`config.mk`:
```
export PLATFORM = sky130hd
export DESIGN_NAME = max_min_stream_ctrl
export DESIGN_NICKNAME = d
export VERILOG_FILES = /design/src/rtl/max_min_pkg.sv /design/src/rtl/max_min.sv /design/src/rtl/max_min_stream_ctrl.sv
export SDC_FILE = /design/constraint.sdc
export NUM_CORES = 1
export LEC_CHECK = 0
export BUFFER_PORTS_ARGS = -buffer_cell sky130_fd_sc_hd__buf_2
export CORE_AREA = 2 2 96 98
export CTS_BUF_LIST = sky130_fd_sc_hd__clkbuf_8
export DETAILED_ROUTE_END_ITERATION = 10
export DIE_AREA = 0 0 98 100
export GPL_TIMING_DRIVEN = 0
export SKIP_LAST_GASP = 1
export SYNTH_ARGS = -nofsm -noshare
export SYNTH_HDL_FRONTEND = slang
export SYNTH_SLANG_ARGS = --single-unit
```
`constraint.sdc`:
```
create_clock -name sys_clk -period 19.9 [get_ports sys_clk]
set_input_delay 0.995 -clock sys_clk [delete_from_list [all_inputs] [get_ports sys_clk]]
set_output_delay 0.995 -clock sys_clk [all_outputs]
set_load 0.1 [all_outputs]
```
`src/rtl/max_min_pkg.sv`:
```
// Shared types and constants for the max_min comparator and its stream controller.
// Holds the sample width, group size, controller state encoding and compare helpers.
package max_min_pkg;

  localparam int DATA_W  = 4;
  localparam int GROUP_N = 4;

  typedef enum logic [1:0] {
    COLLECT = 2'd0,
    MERGE   = 2'd1,
    DONE    = 2'd2
  } state_e;

  function automatic logic [DATA_W-1:0] max_of(input logic [DATA_W-1:0] x,
                                               input logic [DATA_W-1:0] y);
    return (x >= y) ? x : y;
  endfunction

  function automatic logic [DATA_W-1:0] min_of(input logic [DATA_W-1:0] x,
                                               input logic [DATA_W-1:0] y);
    return (x >= y) ? y : x;
  endfunction

endpackage

```
`src/rtl/max_min.sv`:
```
// Combinational top-two of four unsigned values (multiset: duplicates count).
// max1 >= max2 always holds on the outputs.
module max_min
  import max_min_pkg::*;
(
  input  logic [DATA_W-1:0] a,
  input  logic [DATA_W-1:0] b,
  input  logic [DATA_W-1:0] c,
  input  logic [DATA_W-1:0] d,
  output logic [DATA_W-1:0] max1,
  output logic [DATA_W-1:0] max2
);

  logic [DATA_W-1:0] hi_ab_s;
  logic [DATA_W-1:0] lo_ab_s;
  logic [DATA_W-1:0] hi_cd_s;
  logic [DATA_W-1:0] lo_cd_s;

  // Pairwise sort, then the runner-up is the best of the winning pair's loser and the losing pair's winner.
  always_comb begin
    hi_ab_s = max_of(a, b);
    lo_ab_s = min_of(a, b);
    hi_cd_s = max_of(c, d);
    lo_cd_s = min_of(c, d);
    max1    = max_of(hi_ab_s, hi_cd_s);
    if (hi_ab_s >= hi_cd_s) begin
      max2 = max_of(lo_ab_s, hi_cd_s);
    end else begin
      max2 = max_of(hi_ab_s, lo_cd_s);
    end
  end

endmodule

```
`src/rtl/max_min_stream_ctrl.sv`:
```
// Packs a sample stream into groups of four, folds each group into a running top-two,
// and presents the frame's two largest samples plus a saturating count at frame end.
module max_min_stream_ctrl #(
  parameter int DATA_W = 4,
  parameter int CNT_W  = 8
) (
  input  logic              sys_clk,
  input  logic              sys_rst,
  input  logic [DATA_W-1:0] in_data,
  input  logic              in_valid,
  input  logic              in_last,
  output logic              in_ready,
  output logic [DATA_W-1:0] out_max1,
  output logic [DATA_W-1:0] out_max2,
  output logic [CNT_W-1:0]  out_count,
  output logic              out_valid,
  input  logic              out_ready
);

  import max_min_pkg::*;

  localparam int IDX_W = $clog2(GROUP_N);

  state_e            state_r;
  state_e            state_nxt_s;
  logic [DATA_W-1:0] slot_r [GROUP_N];
  logic [IDX_W-1:0]  slot_idx_r;
  logic [CNT_W-1:0]  cnt_r;
  logic [DATA_W-1:0] run1_r;
  logic [DATA_W-1:0] run2_r;
  logic [DATA_W-1:0] g1_s;
  logic [DATA_W-1:0] g2_s;
  logic [DATA_W-1:0] m1_s;
  logic [DATA_W-1:0] m2_s;
  logic              last_r;
  logic              accept_s;
  logic              group_end_s;

  assign in_ready    = (state_r == COLLECT) && !sys_rst;
  assign accept_s    = in_valid && in_ready;
  assign group_end_s = (slot_idx_r == IDX_W'(GROUP_N - 1)) || in_last;

  max_min u_group (
    .a   (slot_r[0]),
    .b   (slot_r[1]),
    .c   (slot_r[2]),
    .d   (slot_r[3]),
    .max1(g1_s),
    .max2(g2_s)
  );

  max_min u_merge (
    .a   (run1_r),
    .b   (run2_r),
    .c   (g1_s),
    .d   (g2_s),
    .max1(m1_s),
    .max2(m2_s)
  );

  // State register.
  always_ff @(posedge sys_clk) begin
    if (sys_rst) begin
      state_r <= COLLECT;
    end else begin
      state_r <= state_nxt_s;
    end
  end

  // Next-state decode.
  always_comb begin
    state_nxt_s = state_r;
    case (state_r)
      COLLECT: begin
        if (accept_s && group_end_s) begin
          state_nxt_s = MERGE;
        end else begin
          state_nxt_s = COLLECT;
        end
      end
      MERGE: begin
        if (last_r) begin
          state_nxt_s = DONE;
        end else begin
          state_nxt_s = COLLECT;
        end
      end
      DONE: begin
        if (out_ready) begin
          state_nxt_s = COLLECT;
        end else begin
          state_nxt_s = DONE;
        end
      end
      default: state_nxt_s = COLLECT;
    endcase
  end

  // Slot capture, running top-two, counter and registered result.
  always_ff @(posedge sys_clk) begin
    if (sys_rst) begin
      for (int i = 0; i < GROUP_N; i++) slot_r[i] <= {DATA_W{1'b0}};
      slot_idx_r <= {IDX_W{1'b0}};
      cnt_r      <= {CNT_W{1'b0}};
      run1_r     <= {DATA_W{1'b0}};
      run2_r     <= {DATA_W{1'b0}};
      last_r     <= 1'b0;
      out_max1   <= {DATA_W{1'b0}};
      out_max2   <= {DATA_W{1'b0}};
      out_count  <= {CNT_W{1'b0}};
      out_valid  <= 1'b0;
    end else begin
      case (state_r)
        COLLECT: begin
          if (accept_s) begin
            slot_r[slot_idx_r] <= in_data;
            slot_idx_r         <= slot_idx_r + IDX_W'(1);
            last_r             <= in_last;
            if (cnt_r != {CNT_W{1'b1}}) begin
              cnt_r <= cnt_r + CNT_W'(1);
            end
          end
        end
        MERGE: begin
          run1_r <= m1_s;
          run2_r <= m2_s;
          if (last_r) begin
            out_max1  <= m1_s;
            out_max2  <= m2_s;
            out_count <= cnt_r;
            out_valid <= 1'b1;
          end else begin
            // Zeroed slots act as neutral padding for a short final group.
            for (int i = 0; i < GROUP_N; i++) slot_r[i] <= {DATA_W{1'b0}};
            slot_idx_r <= {IDX_W{1'b0}};
          end
        end
        DONE: begin
          if (out_ready) begin
            for (int i = 0; i < GROUP_N; i++) slot_r[i] <= {DATA_W{1'b0}};
            slot_idx_r <= {IDX_W{1'b0}};
            cnt_r      <= {CNT_W{1'b0}};
            run1_r     <= {DATA_W{1'b0}};
            run2_r     <= {DATA_W{1'b0}};
            last_r     <= 1'b0;
            out_max1   <= {DATA_W{1'b0}};
            out_max2   <= {DATA_W{1'b0}};
            out_count  <= {CNT_W{1'b0}};
            out_valid  <= 1'b0;
          end
        end
        default: begin
          out_valid <= 1'b0;
        end
      endcase
    end
  end

endmodule

```
### Yosys cells after proc, flatten, opt, wreduce, memory -nomap -nowiden

Memory sizes are Yosys's and may differ from the RTL's.
Index checks and enable logic that the tools add are counted.

* register bits: 38
* memory bits (writable): 16
* bits of input ports: 9
* output and inout port bits: 18
* logic and storage cells: 124
* memories: 1

* add/subtract/negate cells: 2
* $lt $le $gt $ge: 10
* equal/unequal tests: 9
* mux-type cells: 67
* bitwise operators: 9
* reduce and logical (&&, ||, !) cells: 16

Memory list
* slot_r: depth 4, bits a word 4, rd ports 4, clocked after memory_dff 0, write ports 4, RTL line max_min_stream_ctrl.sv:26 `logic [DATA_W-1:0] slot_r [GROUP_N];`

Operators with widths (number)
* 4-bit two-way mux: 28
* 4-bit >= comparator: 10
* 8-bit two-way mux: 4
* 4-bit case mux with 2 select lines: 4
* 8-bit case mux with 2 select lines: 2
* 1-bit two-way mux: 19
* 2-bit two-way mux: 6
* 2-bit case mux with 3 select lines: 2
* 3-bit AND reduction: 3
* 8-bit by 1-bit adder with 8-bit output (second input constant): 1
* 2-bit inequality test (second input constant): 4
* 8-bit inequality test (second input constant): 1
* 1-bit bitwise OR: 8
* 4-bit AND reduction: 2
* 2-bit equality test (second input constant): 2
* 2-bit nonzero test: 2
* 4-bit OR reduction: 1
* 1-bit logical AND: 3
* 1-bit case mux with 3 select lines: 1
* 3-bit nonzero test: 1
* 2-bit by 1-bit adder with 2-bit output (second input constant): 1
* 2-bit by 1-bit equality test with 1-bit output (second input constant): 1
* 2-bit zero test: 1
* 2-bit by 1-bit inequality test with 1-bit output (second input constant): 1
* 5 further kinds: 5

### Logic depth before layout (Yosys ltp)

Gate-level depths: netlist of the first run.
An unclocked memory read counts as a cell.

* depth in word-level cells: 13
* mapped depth: 36
* mapped depth without buffers: 31

### Modules after synthesis

From an unflattened synthesis of the first run, not the netlist that was laid out.

* cells, all modules: 420
* area, all modules: 4000.1 um^2

By module, submodules not included
* max_min_stream_ctrl: times used 1, cells each 216, area each 2255.9 um^2, sequential area each 1241.2 um^2
* max_min: times used 2, cells each 102, area each 872.1 um^2, sequential area each 0.0 um^2

### Least setup slack after synthesis of the first run

Ideal clock, no wire load.

* kind: reg2reg
* start point: memory slot_r[1][0]
* end point: register out_max2[0]
* library setup time: 0.120 ns
* arrival time: 6.661 ns
* data required time: 19.780 ns
* slack: 13.119 ns
* stages on the path, launching flop included: 34
* path buffers: 5
* period minus slack after synthesis: 6.781 ns
* path through: edfxtp_1 -> ha_1 -> or3b_1 -> a21o_1 -> buf_6 -> a21oi_1 -> inv_1 -> ha_1 -> inv_1 -> a211o_1 -> a22o_1 -> o21ai_2 -> buf_6 -> buf_2 -> mux2_2 -> ha_1 -> nand2b_1 -> a21o_1 -> a21o_1 -> a21o_1 -> buf_6 -> clkbuf_1 -> a211oi_1 -> nor2_1 -> ha_1 -> nand2b_1 -> a21o_1 -> a21o_1 -> a21oi_1 -> o211ai_1 -> a21oi_1 -> a211oi_1 -> mux2i_1 -> o21ai_1

RTL lines
* from (decl): RTL line max_min_stream_ctrl.sv:26
* to (signal assigned): RTL line max_min_stream_ctrl.sv:109 `out_max2 <= {DATA_W{1'b0}};`
* to (signal assigned): RTL line max_min_stream_ctrl.sv:129 `out_max2 <= m2_s;`
* to (signal assigned): RTL line max_min_stream_ctrl.sv:147 `out_max2 <= {DATA_W{1'b0}};`
* to (decl): RTL line max_min_stream_ctrl.sv:14 `output logic [DATA_W-1:0] out_max2,`

==> results of run 1 <==
==> metrics by stage <==
step / worst slack (ns) / instance area [um2] / utilization / total power, mW
finish: 12.18 / 4310 / 0.485 / 0.630
global route: 11.53 / 4310 / 0.485 / 0.685
CTS: 12.18 / 4310 / 0.485 / 0.632
detailed placement: 12.21 / 4210 / 0.474 / 0.564
global placement: 12.31 / 4210 / 0.474 / 0.557
floorplan: 13.12 / 3950 / - / 0.478
==> power by group <==
group | total [mW] | internal (mW) | switching, mW | leakage [nW]
registers | 0.130 | 0.122 | 0.00738 | 0.476
clock network | 0.0647 | 0.0264 | 0.0383 | 0.0506
logic | 0.435 | 0.179 | 0.256 | 1.38
==> cells in the mapped netlist, types with 9 or more instances <==
master    instances
o21ai_0          12
a21oi_1          37
dfxtp_1          38
nand2b_1         10
mux2i_1          22
nor3b_1          10
nand2_1          39
edfxtp_1         16
a21o_1           11
inv_1            27
nor2_1           57
clkbuf_1         11
a22o_1            9
ha_1             38
o21ai_1          10
==> worst max-delay path: cells and delay by family, from the launching register on <==
family | cells | cell delay [ns]
simple gates | 4 | 0.80
mux | 2 | 0.63
buf+inv | 8 | 1.14
compound gates | 16 | 3.46
fa+ha+maj | 4 | 1.12
flops | 1 | 0.43
==> logic make-up (layout without fill, tap and decap cells) <==
family,after synthesis,count (layout),share of synthesized area
mux,33,33,0.0916
fa+ha+maj,38,38,0.120
compound gates,122,122,0.212
buf+inv,45,78,0.0507
simple gates,163,163,0.200
flops,54,54,0.315
xor+xnor,5,5,0.0111
==> sequential cells by signal (all words and copies together), names as in the netlist <==
signal / cells
slot_r: 16
cnt_r: 8
out_count: 8
out_max1: 4
out_max2: 4
run1_r: 4
run2_r: 4
slot_idx_r: 2
state_r: 2
last_r: 1
out_valid: 1
==> worst paths after layout <==
kind,startpoint,to,depth (start not counted),slack (ns)
max,slot_r[0][0],run2_r[0],34,12.18
min,out_max2[3],out_max2[3],2,0.46
max reg2reg,slot_r[0][0],run2_r[0],34,12.18
min reg2reg,out_max2[3],out_max2[3],2,0.46
==> cell type report <==
class                   count  area [um2]
fillers                   901        4580
multi-input cells         361        2500
flip-flops and latches     54        1240
well taps                 111         139
repair buffers             25         125
inverters                  28         105
plain buffers              17        95.1
clock buffers               5        68.8
clock inverters             3        28.8
==> metal layers <==
metal  track usage  wire length (um)
met1         0.238              4210
met4        0.0652               201
met3        0.0146               172
met2         0.305              3850
met5             0                 0
==> results.tsv, run 1 <==
metric	value	unit
status	finished, final reports clean	
final net count	539	
post-synth top area share	0.193	
Max Cap Viol	0	
gr usage total	0.178	
Synthesized Nets	507	
placed cell count	596	
critical path's largest stage delay	0.55	ns
layout cell share with drive strength beyond 1	0.118	
Post-synth ARST share	0	
hold_ws	0.456	ns
Core Region	8890	um2
vias in the first global route	3089	
Root Driver	clkbuf_8	
diodes inserted	0	
Syn Std Cell Area	3950	um2
Yosys Warn Count	0	
CTS Hold Bufs	0	
Antenna Nets Post-Route	0	
synth-to-layout area growth	9.16	%
Critical Path RT	20.11	ns
CTS H-tree depth	2	
Worst path slowest cell	a21oi_1	
worst setup path category	flop to flop	
worst-path fanout max	10	
Via Count	3304	
Seq/Total Area, Yosys	0.315	
I/O pin count	27	
Achievable Freq	130	MHz
Slew Limit Fails	0	
Tightest Pin Transition	0.813	ns
initial antenna violation count	0	
GPL Wtd Cong	0.869	
post-synthesis cell count	460	
CTS max path bufs	2	
Final Hold Viols	0	
Synth Register Bits	54	
Post-synth top flop	dfxtp_1	
initial cell density of the core	0.444	
number of synthesized flops with an enable pin	16	
total die area	9800	um2
Port Buffers	25	
post-cts sizing count	0	
Synth cell types	63	
DRC Markers	0	
first-pass GRT wire length	14600	um
worst skew pair latency	0.31	ns
Clock Skew	0.0155	ns
most frequent cells in the layout	57 x nor2_1, 39 x nand2_1, 38 x ha_1, 38 x dfxtp_1, 37 x a21oi_1	
largest net degree at the start of global routing	20	
Mapped Avg Cell Area	8.58	um2
HP Class	flop to flop	
Routed WL	8440	um
RSZ-0062 raised after global routing	no	
post-CTS setup buffers	0	
Chip Width	98	um
PD cells	146	nW/um2
fin cells	604	
Synth area leader	dfxtp_1	
Setup crit end kind	flop	
fin crit share	0.388	
Setup TNS Final	0	ns
most used cell, CP	a21o_1	
worst vdd ir	0.0000533	V
Final HPWL DP	6870	um
ranking of synthesized cells by area	dfxtp_1 19%, edfxtp_1 12%, ha_1 12%	
CTS sink cnt	54	
relative max-transition margin	0.452	
TritonCTS clock tree	yes	
Startpoint Class	flop	
First-pass DRT Iterations	4	
commonest non-fill, non-tap cell in the layout	nor2_1	
die height	100	um
min Tclk post-route	7.72	ns
Final setup viols	0	
Row Count	35	
Reg clk slew, reported paths	0.11	ns
Avg WL per Cell	14.0	um
Leakage	1.91	nW
worst endpoint data arrival time	7.93	ns
Initial DRC Count	107	
Num CTS Buffers	5	
GR Overflow Total	0	
post-DR vias/cell	5.47	
(Power assumes the default switching activity.)
==> run 2: changes to the inputs <==
--- a/config.mk
+++ b/config.mk
@@ -5,11 +5,12 @@
 export SDC_FILE = /design/constraint.sdc
 export NUM_CORES = 1
 export LEC_CHECK = 0
+export ABC_AREA = 1
 export BUFFER_PORTS_ARGS = -buffer_cell sky130_fd_sc_hd__buf_2
-export CORE_AREA = 2 2 96 98
+export CORE_AREA = 2 2 98 100
 export CTS_BUF_LIST = sky130_fd_sc_hd__clkbuf_8
 export DETAILED_ROUTE_END_ITERATION = 10
-export DIE_AREA = 0 0 98 100
+export DIE_AREA = 0 0 100 102
 export GPL_TIMING_DRIVEN = 0
 export SKIP_LAST_GASP = 1
 export SYNTH_ARGS = -nofsm -noshare
==> constraint.sdc (replaced) <==
create_clock -name sys_clk -period 6.3 [get_ports sys_clk]
set_input_delay 0.315 -clock sys_clk [delete_from_list [all_inputs] [get_ports sys_clk]]
set_output_delay 0.315 -clock sys_clk [all_outputs]
set_load 0.1 [all_outputs]
==> run 2 against run 1 <==
Effect of this change: worst setup slack lost 12 ns; hold slack got worse by 0.19 ns; non-clock buffer count rose by 1; clock skew fell by 0.0018 ns; sequential cell count did not move; die area is 4.1% higher; first-iteration DRC count increased by 58%; clock-buffer cell count stayed put; core utilization rose by 2.4 points; via count grew 14%.
==> results.tsv, run 2 <==
metric	value	unit
status	finished, final reports clean	
Final HPWL DP	7530	um
Final Hold Viols	0	
first-pass GRT wire length	15900	um
relative max-transition margin	0.369	
Num CTS Buffers	5	
Worst Reg-to-Reg Cells	38	
Reg clk slew, reported paths	0.11	ns
min Tclk post-route	5.78	ns
Worst R2R Setup Slack	0.52	ns
most frequent cells in the layout	132 x nand2_1, 78 x inv_1, 44 x nand3_1, 40 x a21oi_1, 39 x nor2_1	
Row Count	35	
Top reg by flops	slot_r	
Seq/Total Area, Yosys	0.302	
hold_ws	0.266	ns
synth-to-layout area growth	12.6	%
commonest non-fill, non-tap cell in the layout	nand2_1	
Achievable Freq	173	MHz
Worst path slowest cell	edfxtp_1	
worst endpoint data arrival time	5.98	ns
post-DR vias/cell	5.18	
First-pass DRT Iterations	4	
Port Buffers	25	
die height	102	um
Hold Path Stages	3	
Chip Width	100	um
Slew Limit Fails	0	
GPL Wtd Cong	0.858	
diodes inserted	0	
Synthesized Nets	627	
Root Driver	clkbuf_8	
worst-path fanout max	10	
worst setup path category	flop to flop	
vias in the first global route	3541	
R2R Path Start	slot_r[2][1]	
Final setup viols	0	
Final Util	0.508	
TritonCTS clock tree	yes	
max reg flops	16	
Clock Skew	0.0137	ns
most used cell, CP	nand2_1	
Largest regs	slot_r (16), cnt_r (8), out_count (8)	
final net count	664	
commonest cells in the netlist	134 x nand2_1, 80 x inv_1, 45 x nand3_1	
initial cell density of the core	0.451	
fin crit share	0.917	
Synth cell types	41	
placed cell count	716	
CTS Hold Bufs	0	
total die area	10200	um2
ranking of synthesized cells by area	dfxtp_1 19%, nand2_1 12%, edfxtp_1 12%	
Antenna Nets Post-Route	0	
number of synthesized flops with an enable pin	16	
Max Cap Viol	0	
fin cells	729	
Yosys Warn Count	0	
Synth area leader	dfxtp_1	
Critical Path RT	6.50	ns
post-synthesis cell count	580	
Tightest Pin Transition	0.939	ns
critical path's largest stage delay	0.45	ns
Post-synth ARST share	0	
initial antenna violation count	0	
CTS H-tree depth	2	
Synth Register Bits	54	
Mapped Avg Cell Area	7.09	um2
most common cell in the synthesized netlist	nand2_1	
DRC Markers	0	
Startpoint Class	flop	
Core Region	9110	um2
CTS sink cnt	54	
Routed WL	9370	um
worst skew pair latency	0.32	ns
Hold Crit Start	in_valid	
Setup crit end kind	flop	
layout cell share with drive strength beyond 1	0.165	
largest net degree at the start of global routing	19	
post-synth top area share	0.185	
r2r endpoint	out_max2[0]	
Via Count	3776	
GR Overflow Total	0	
HP Class	input pin to flop	
CTS max path bufs	2	
Post-synth top flop	dfxtp_1	
Avg WL per Cell	12.8	um
end of the worst hold path	state_r[0]	
Initial DRC Count	169	
gr usage total	0.190	
I/O pin count	27	
Syn Std Cell Area	4110	um2
-- run 2: repair_timing --
action / CTS / global route
pin swaps: 0 / 1
resized for setup: 3 / 23
cloned: 0 / 0
setup buffers: 0 / 5
setup endpoints to repair: 16 / 16
-- run 2: cell families (layout without fill, tap and decap cells) --
kind of cell / count (synthesis) / count (layout) / share of synthesized area
XOR/XNOR: 1 / 1 / 0.00213
buffers and inverters: 96 / 134 / 0.0944
flip-flops: 54 / 54 / 0.302
adder cells (fa/ha/maj): 38 / 38 / 0.116
AO/OA/AOI/OAI: 109 / 109 / 0.154
AND/OR/NAND/NOR: 282 / 282 / 0.332
-- run 2: worst max path at each step --
stage          depth (start not counted)          from          end
2_1_floorplan                         35  slot_r[0][2]  out_max2[0]
3_3_place_gp                          35  slot_r[0][3]  out_max2[0]
5_1_grt                               38  slot_r[0][3]  out_max2[0]
3_5_place_dp                          35  slot_r[0][2]  out_max2[0]
6_report                              38  slot_r[2][1]  out_max2[0]
4_1_cts                               35  slot_r[2][3]  out_max2[0]
-- run 2: worst max-delay path, delay by kind of cell, from the launching register on --
| kind | cells | cell delay (ns) |
|---|---|---|
| buf+inv | 9 | 1.09 |
| flops | 1 | 0.45 |
| simple gates | 14 | 1.39 |
| compound gates | 11 | 1.64 |
| fa+ha+maj | 4 | 1.09 |
-- run 2: per-stage QoR --
stage	area, um2	setup TNS [ns]	worst slack [ns]
5_1_grt	4630	-0.0213	-0.0158
2_1_floorplan	4110	0	0.648
6_report	4630	0	0.525
3_3_place_gp	4370	-4.99	-0.443
3_5_place_dp	4370	-5.11	-0.485
4_1_cts	4500	0	0.0293
-- run 2: per-layer routing --
layer / track usage / share of wire
met2: 0.329 / 0.47
met1: 0.256 / 0.50
met5: 0 / 0
met3: 0.0205 / 0.021
met4: 0.0464 / 0.013
-- run 2: cell type report --
| cell class | count | area, um2 |
|---|---|---|
| multi-input combinational | 430 | 2580 |
| tap | 111 | 139 |
| sequential | 54 | 1240 |
| buffer | 13 | 77.6 |
| inverter | 83 | 314 |
| clock inverter | 3 | 47.5 |
| clock buffer | 5 | 68.8 |
| timing repair buffer | 30 | 163 |
| fill | 908 | 4480 |
Power of run 2 is left out: the tool's default activity adds up to more than one toggle a clock period on the data nets, which glitch-free logic cannot reach.
==> run 3: changes to the inputs <==
--- a/config.mk
+++ b/config.mk
@@ -7,10 +7,10 @@
 export LEC_CHECK = 0
 export ABC_AREA = 1
 export BUFFER_PORTS_ARGS = -buffer_cell sky130_fd_sc_hd__buf_2
-export CORE_AREA = 2 2 98 100
+export CORE_AREA = 2 2 109 90
 export CTS_BUF_LIST = sky130_fd_sc_hd__clkbuf_8
 export DETAILED_ROUTE_END_ITERATION = 10
-export DIE_AREA = 0 0 100 102
+export DIE_AREA = 0 0 111 92
 export GPL_TIMING_DRIVEN = 0
 export SKIP_LAST_GASP = 1
 export SYNTH_ARGS = -nofsm -noshare
==> constraint.sdc (replaced) <==
create_clock -name sys_clk -period 6.8 [get_ports sys_clk]
set_input_delay 0.34 -clock sys_clk [delete_from_list [all_inputs] [get_ports sys_clk]]
set_output_delay 0.34 -clock sys_clk [all_outputs]
set_load 0.1 [all_outputs]
==> run 3 against run 2 <==
Effect of this change: via count decreased by 0.93%; highest routed layer unchanged; global-route usage decreased by 0.53 points; die area increased by 0.12%; first-iteration DRC count increased by 6.5%.
==> results.tsv, run 3 (synthesized netlist as in run 2, its figures left out) <==
metric	value	unit
HP Class	input pin to flop	
Top reg by flops	slot_r	
commonest non-fill, non-tap cell in the layout	nand2_1	
Row Count	32	
Initial DRC Count	180	
Multi-input gate area	2510	um2
Core Region	9250	um2
Startpoint Class	flop	
die height	92	um
CTS H-tree depth	2	
Final Util	0.489	
RSZ-0062 raised after global routing	no	
Hold Path Stages	3	
worst endpoint data arrival time	6.35	ns
Reg clk slew, reported paths	0.10	ns
Antenna Nets Post-Route	0	
fill cell count	915	
GR Overflow Total	0	
CTS Hold Bufs	0	
I/O pin count	27	
worst-path fanout max	10	
initial cell density of the core	0.444	
Largest regs	slot_r (16), cnt_r (8), out_count (8)	
CTS sink cnt	54	
most frequent cells in the layout	134 x nand2_1, 80 x inv_1, 44 x nand3_1, 40 x a21oi_1, 39 x nor2_1	
Achievable Freq	164	MHz
final net count	658	
status	finished, final reports clean	
Max Cap Viol	0	
critical path's largest stage delay	0.46	ns
min Tclk post-route	6.10	ns
Worst path slowest cell	edfxtp_1	
worst skew pair latency	0.31	ns
first-pass GRT wire length	15800	um
most used cell, CP	nand2_1	
Chip Width	111	um
Setup TNS Final	0	ns
Worst Reg-to-Reg Cells	37	
vias in the first global route	3426	
Setup crit end kind	flop	
post-DR vias/cell	5.12	
Via Count	3741	
total die area	10200	um2
initial antenna violation count	0	
Routed WL	9130	um
CTS max path bufs	2	
fin crit share	0.897	
GPL Wtd Cong	0.867	
diodes inserted	0	
Slew Limit Fails	0	
FF+latch area	1240	um2
Num CTS Buffers	5	
synth-to-layout area growth	10.1	%
Avg WL per Cell	12.5	um
First-pass DRT Iterations	4	
Final setup viols	0	
largest net degree at the start of global routing	18	
Tightest Pin Transition	0.927	ns
layout cell share with drive strength beyond 1	0.144	
worst setup path category	flop to flop	
relative max-transition margin	0.377	
max reg flops	16	
Critical Path RT	7.05	ns
Root Driver	clkbuf_8	
gr usage total	0.185	
Clock Skew	0.0150	ns
DRC Markers	0	
Final Hold Viols	0	
Port Buffers	25	
Final HPWL DP	7370	um
TritonCTS clock tree	yes	
-- run 3: cell types whose count changed in the layout (fill, tap and decap cells not counted), sizes merged --
cell,before,now
inv,84,83
buf,35,30
-- run 3: path summary, 6_finish.rpt --
kind	from	to	slack, ns
max	slot_r[0][3]	run2_r[3]	0.70
min	in_valid	state_r[0]	0.28
max reg2reg	slot_r[0][3]	run2_r[3]	0.70
min reg2reg	out_count[0]	out_count[0]	0.47
-- run 3: area by class of cell --
type | instances | share of cell area
clock buffers | 6 | 0.0182
multi-input cells | 430 | 0.554
well taps | 119 | 0.0329
flip-flops and latches | 54 | 0.274
clock inverters | 2 | 0.00857
inverters | 83 | 0.0694
repair buffers | 25 | 0.0276
plain buffers | 12 | 0.0155
-- run 3: routing by layer --
metal / GRT usage / vias to the layer above / routed length [um]
li1: - / 2002 / -
met1: 0.276 / 1684 / 4980
met2: 0.292 / 50 / 3820
met3: 0.0198 / 5 / 263
met4: 0.0313 / 0 / 68
met5: 0 / - / 0
-- run 3: critical path: cells and delay by family (launching register included) --
family / cells / cell delay (ns)
simple gates: 15 / 1.51
flops: 1 / 0.46
buf+inv: 9 / 1.01
compound gates: 9 / 1.90
fa+ha+maj: 4 / 1.16
-- run 3: what timing repair did --
item	in CTS	in global routing
setup endpoints to repair	0	16
buffers inserted	0	0
resized for setup	0	7
-- run 3: through the flow --
step	instance area (um2)	hold WS (ns)	setup WS [ns]	std cells
after global routing	4530	0.273	0.0395	731
after global placement	4380	0.454	0.0974	724
after floorplan	4110	0.472	1.15	580
final	4530	0.281	0.698	731
after detailed placement	4380	0.456	0.0946	724
after CTS	4510	0.272	0.0369	732
Power of run 3 is left out for the same reason.
